<file path="src/rtl/sha256_msg_schedule.sv">
// SHA-256 message-schedule generator: takes one padded 512-bit block and streams W0..W(ROUNDS-1)
// through a 16-word sliding window, one word per output handshake.
module sha256_msg_schedule #(
  parameter int ROUNDS = 64
) (
  input  logic         clock,
  input  logic         reset_n,
  input  logic         block_valid,
  output logic         block_ready,
  input  logic [511:0] block_in,
  output logic         w_valid,
  input  logic         w_ready,
  output logic [31:0]  w_out,
  output logic [5:0]   w_index,
  output logic         w_last
);

  typedef enum logic [0:0] {
    IDLE = 1'b0,
    RUN  = 1'b1
  } state_t;

  localparam logic [5:0] LAST_IDX = 6'(ROUNDS - 1);

  state_t      state_r;
  state_t      state_s;
  logic        load_s;
  logic        shift_s;
  logic [31:0] win_r [16];
  logic [5:0]  count_r;
  logic [31:0] new_word_s;

  function automatic logic [31:0] sigma0(input logic [31:0] x);
    sigma0 = {x[6:0], x[31:7]} ^ {x[17:0], x[31:18]} ^ {3'b000, x[31:3]};
  endfunction

  function automatic logic [31:0] sigma1(input logic [31:0] x);
    sigma1 = {x[16:0], x[31:17]} ^ {x[18:0], x[31:19]} ^ {10'b0000000000, x[31:10]};
  endfunction

  assign new_word_s = sigma1(win_r[14]) + win_r[9] + sigma0(win_r[1]) + win_r[0];

  // Next-state and window-control decode
  always_comb begin
    state_s = state_r;
    load_s  = 1'b0;
    shift_s = 1'b0;
    case (state_r)
      IDLE: begin
        if (block_valid) begin
          load_s  = 1'b1;
          state_s = RUN;
        end else begin
          state_s = IDLE;
        end
      end
      RUN: begin
        if (w_ready) begin
          // The final word is left in win_r[0] so w_out keeps showing it while idle.
          if (count_r == LAST_IDX) begin
            state_s = IDLE;
          end else begin
            shift_s = 1'b1;
          end
        end else begin
          state_s = RUN;
        end
      end
      default: begin
        state_s = IDLE;
      end
    endcase
  end

  // FSM state register
  always_ff @(posedge clock) begin
    if (!reset_n) begin
      state_r <= IDLE;
    end else begin
      state_r <= state_s;
    end
  end

  // Sliding 16-word window and round counter
  always_ff @(posedge clock) begin
    if (!reset_n) begin
      for (int i = 0; i < 16; i++) begin
        win_r[i] <= 32'h0000_0000;
      end
      count_r <= 6'd0;
    end else if (load_s) begin
      for (int i = 0; i < 16; i++) begin
        win_r[i] <= block_in[511 - 32*i -: 32];
      end
      count_r <= 6'd0;
    end else if (shift_s) begin
      for (int i = 0; i < 15; i++) begin
        win_r[i] <= win_r[i+1];
      end
      win_r[15] <= new_word_s;
      count_r   <= count_r + 6'd1;
    end else begin
      for (int i = 0; i < 16; i++) begin
        win_r[i] <= win_r[i];
      end
      count_r <= count_r;
    end
  end

  assign block_ready = (state_r == IDLE);
  assign w_valid     = (state_r == RUN);
  assign w_out       = win_r[0];
  assign w_index     = count_r;
  assign w_last      = (state_r == RUN) && (count_r == LAST_IDX);

endmodule

</file>
<file path="config.mk">
export PLATFORM = sky130hd
export DESIGN_NAME = sha256_msg_schedule
export DESIGN_NICKNAME = d
export VERILOG_FILES = /design/src/rtl/sha256_msg_schedule.sv
export SDC_FILE = /design/constraint.sdc
export NUM_CORES = 1
export LEC_CHECK = 0
export ABC_AREA = 1
export BUFFER_PORTS_ARGS = -buffer_cell sky130_fd_sc_hd__buf_2
export CAP_MARGIN = 20
export CORE_ASPECT_RATIO = 0.8
export CORE_MARGIN = 4
export CORE_UTILIZATION = 25
export CTS_CLUSTER_DIAMETER = 40
export DETAILED_ROUTE_END_ITERATION = 8
export GPL_ROUTABILITY_DRIVEN = 0
export PLACE_DENSITY_LB_ADDON = 0.1
export SYNTH_ARGS = -nofsm -noshare
export SYNTH_HDL_FRONTEND = slang
export SYNTH_SLANG_ARGS = --single-unit
</file>
<file path="constraint.sdc">
create_clock -name clock -period 18.2 [get_ports clock]
set_input_delay 3.64 -clock clock [delete_from_list [all_inputs] [get_ports clock]]
set_output_delay 3.64 -clock clock [all_outputs]
set_load 0.02 [all_outputs]
</file>
; Word level (Yosys, flattened, before mapping)
; Memories as Yosys holds them, arrays and structs flattened.
; Cells that the tools add are included.
[classes]
addsub = 4
eq_ne = 1
n_mux = 67
bitwise = 54
reduce_logical = 2
[op_table]
columns = cell, count
row1 = 2-to-1 mux 32 bit, 48
row2 = adder 32 bit, 3
row3 = bitwise XOR 32 bit, 2
row4 = bitwise OR 1 bit, 48
row5 = bitwise XOR 32 x 22 -> 32 bit, 1
row6 = bitwise XOR 32 x 29 -> 32 bit, 1
row7 = 2-to-1 mux 1 bit, 18
row8 = adder 6 x 1 -> 6 bit (second input constant), 1
row9 = == test 6 bit (second input constant), 1
row10 = inverter 1 bit, 2
row11 = case mux 1 bit (2 select lines), 1
row12 = OR reduction 2 bit, 1
row13 = logical AND 1 bit, 1
[totals]
register_bits = 7
ram_bits = 512
in_bits = 516
output_inout_bits = 41
memories = 1
[memory_table]
columns = name, depth, width, rd, rd_ports_with_merged_regs, wr, line_no
row1 = win_r, 16, 32, 16, 0, 16, 29  ; logic [31:0] win_r [16];

; Logic depth before layout (Yosys ltp)
[logic_depth]
depth_word = 10
ltp_mapped = 21

; Worst setup path before layout
; Ideal clock, no wire load.
[synth_path]
kind = input to register
startpoint = input reset_n
endpoint = memory win_r[3][4] (netlist: win_r[0][100]), enable pin
setup_ps = 1752
arrival_time_ps = 7887
required_time_ps = 16448
path_slack_ps = 8561
stages = 3
path_cell_list = clkbuf_1 > clkbuf_1 > nand2_1
[synth_rtl]
columns = item, line_no
row1 = start: declaration, 7  ; input logic reset_n,
row2 = end: declaration, 29

==> reports/qor.yml <==
synthesis:
  number_of_synthesized_register_bits: 519
  yosys_warnings: 0
  synth-edff-count: 512
  netlist_instances: 2167
  synth-seq-area-share_pct: 58.6
  synthesis.area_per_instance_um2: 12.2
  post_synth_instance_area_mm2: 0.0265
  synth_flop_cell: "sky130_fd_sc_hd__edfxtp_1"
  synth_nets: 2777
  ys_types: 32
  post_synthesis_async_set_or_reset_flop_share_pct: 0
drt:
  via_per_inst: 4.63
  vias: 19500
  drt-initial-drc-count: 1599
  remaining_drc_errors: 0
  drt_antenna_net_count: 0
  drt_wl_total_mm: 114
  avgRoutedWirePerCell_um: 27.1
  dr.pass1.iters: 7
global_route:
  number_of_global_route_vias_before_repair: 19900
  grt_max_degree: 218
  grt_first_pass_wirelength_mm: 155
  grt_util_all_layers_pct: 19.8
  grt_antenna_before_repair: 67
  total_grt_overflow: 0
clocking:
  cts_buffers: 98
  htreeDepth: 3
  tritoncts_clock_tree: "done"
  clockBufferDepth: 3
  postCtsSetupRepairBufs: 0
  postCtsHoldBufs: 0
  post_cts_resized: 0
  clock-sinks: 519
  cts_root_buf: "sky130_fd_sc_hd__clkbuf_16"
  clock_pin_slew_worst_setup_and_hold_paths_ps: 50
  clkLatencyLatePin_ps: 680
layout:
  layout-area-overhead-vs-synth_pct: 27.6
  finish.cell_count_without_fillers: 4203
  drive_above_1_share_pct: 26.9
  multi_input_comb_area_mm2: 0.00896
  mostFrequentLayoutCell: "sky130_fd_sc_hd__buf_2"
  final_core_utilization_pct: 32.3
  ff_latch_area_mm2: 0.0155
  layout.nets: 3304
  filler_cell_count: 10800
  final_cell_mix: "sky130_fd_sc_hd__buf_2 (556), sky130_fd_sc_hd__edfxtp_1 (512), sky130_fd_sc_hd__a22o_1 (445), sky130_fd_sc_hd__inv_1 (313), sky130_fd_sc_hd__nand2_1 (291)"
worst_setup_path:
  crit_path_cell_trace: "buf_2 > inv_2 > a21oi_1 > inv_1 > nand2_4 > buf_4"
  cp_num_buf_inv: 4
  worst-path-max-fanout: 78
  crit_path_capture_type: "flop"
  critPathKind: "primary input to flop"
  cp_slowest_cell: "sky130_fd_sc_hd__buf_4"
  critPathTopFamily: "buffers and inverters"
  required_ps: 18480
  cp.arrival_ps: 7060
  timing.critical_path.from_type: "primary input"
  cpPeakStageDelay_ps: 930
power_and_ir_drop:
  ir_worst_vdd_v: 0.0000783
  powerDensity_mw_per_mm2: 145
  power.static_leakage_uw: 0.0149
worst_hold_path:
  min-delay-path-class: "flop to flop"
timing:
  finalHoldViolCount: 0
  tightest_slew_ps: 1200
  relSlewSlack_pct: 19.7
  slew_violations: 0
  finalCritPeriodShare_pct: 37.3
  worst_clock_skew_ps: 52.5
  fin_tns_setup_ps: 0
  timing.final.setup_violations: 0
  final.min_clock_period_ps: 6780
  achievable-frequency_mhz: 147
  grt_setup_unrepaired: "no"
die:
  die_width_um: 372
  start_util_pct: 25.3
  top_level_ports: 557
  fp.coreArea_mm2: 0.105
  fp-row-count: 106
  die_area_mm2: 0.111
  die_y_um: 299
placement:
  numPortBuffers: 556
  detailed_place_hpwl_mm: 88.5
  placed_cell_count: 3998
status:
  outcome: "complete, no violations"
run:
  max_cap_violations: 0
through the flow:
stage | worst slack (ps) | power, uW | hold slack [ps] | instance area (um2)
CTS | 11440 | 4960 | 486 | 33800
finish | 11420 | 4910 | 477 | 33800
global route | 11230 | 5210 | 517 | 33800
floorplan | 8560 | 2510 | 512 | 26500
detailed placement | 10720 | 3050 | 478 | 30400
global placement | 9970 | 3060 | 469 | 30300
path summary, 6_finish.rpt:
| path | from | to | slack (ps) | depth (start not counted) |
|---|---|---|---|---|
| setup reg to reg | win_r[0][51] | win_r[1][253] | 13720 | 20 |
| setup / recovery | reset_n | win_r[0][104] | 11420 | 6 |
| hold / removal | w_index[3] | w_index[3] | 480 | 2 |
| hold reg to reg | w_index[3] | w_index[3] | 480 | 2 |
sequential cells by signal, summed over array words and instances, names as in the netlist:
register / cells
w_valid: 1
w_index: 6
win_r: 512
final cells by class:
cell class,instances,share of cell area (%)
well taps,1404,5.20
inverters,320,3.55
multi-input cells,1182,26.5
clock buffers,114,7.56
diodes,23,0.170
flip-flops and latches,519,45.9
repair buffers,573,8.64
clock inverters,68,2.49
cells in the mapped netlist (33+ instances only):
cell / n / area, um2
sky130_fd_sc_hd__nand3_1: 44 / 220
sky130_fd_sc_hd__xor2_1: 65 / 569
sky130_fd_sc_hd__o21ai_1: 44 / 220
sky130_fd_sc_hd__a22o_1: 445 / 3900
sky130_fd_sc_hd__xnor2_1: 55 / 482
sky130_fd_sc_hd__buf_2: 75 / 375
sky130_fd_sc_hd__inv_1: 313 / 1170
sky130_fd_sc_hd__a21oi_1: 33 / 165
sky130_fd_sc_hd__nand2_1: 295 / 1110
sky130_fd_sc_hd__nor2_1: 52 / 195
sky130_fd_sc_hd__buf_4: 55 / 413
sky130_fd_sc_hd__fa_1: 62 / 1240
sky130_fd_sc_hd__edfxtp_1: 512 / 15400
power breakdown:
part           switching [uW]  internal (uW)  leakage [uW]
registers                94.8           1460       0.00545
logic                     997            491       0.00783
clock network             654           1220       0.00163
total                    1750           3170        0.0149
worst min-delay path, cell delays in order (launching register included):
cell and delay [ps]:
sky130_fd_sc_hd__dfxtp_1 330, sky130_fd_sc_hd__inv_1 60, sky130_fd_sc_hd__a21oi_1 50
cell families (layout without fill, tap and decap cells):
family	after synthesis	in the layout	synth area share (%)
simple gates	413	413	6.36
flops	519	519	58.6
other cells	0	23	0
buf+inv	466	1075	7.76
xor+xnor	120	120	3.97
fa+ha+maj	94	94	6.20
compound gates	555	555	17.2
per-layer routing:
metal | share of wire [%] | vias to the layer above | GRT usage [%]
li1 | - | 8879 | -
met1 | 45 | 9618 | 27.2
met2 | 45 | 734 | 30.7
met3 | 8.3 | 177 | 6.39
met4 | 1.4 | 56 | 3.72
met5 | 0.31 | - | 0
No activity file was read; power rests on OpenSTA's default activity.
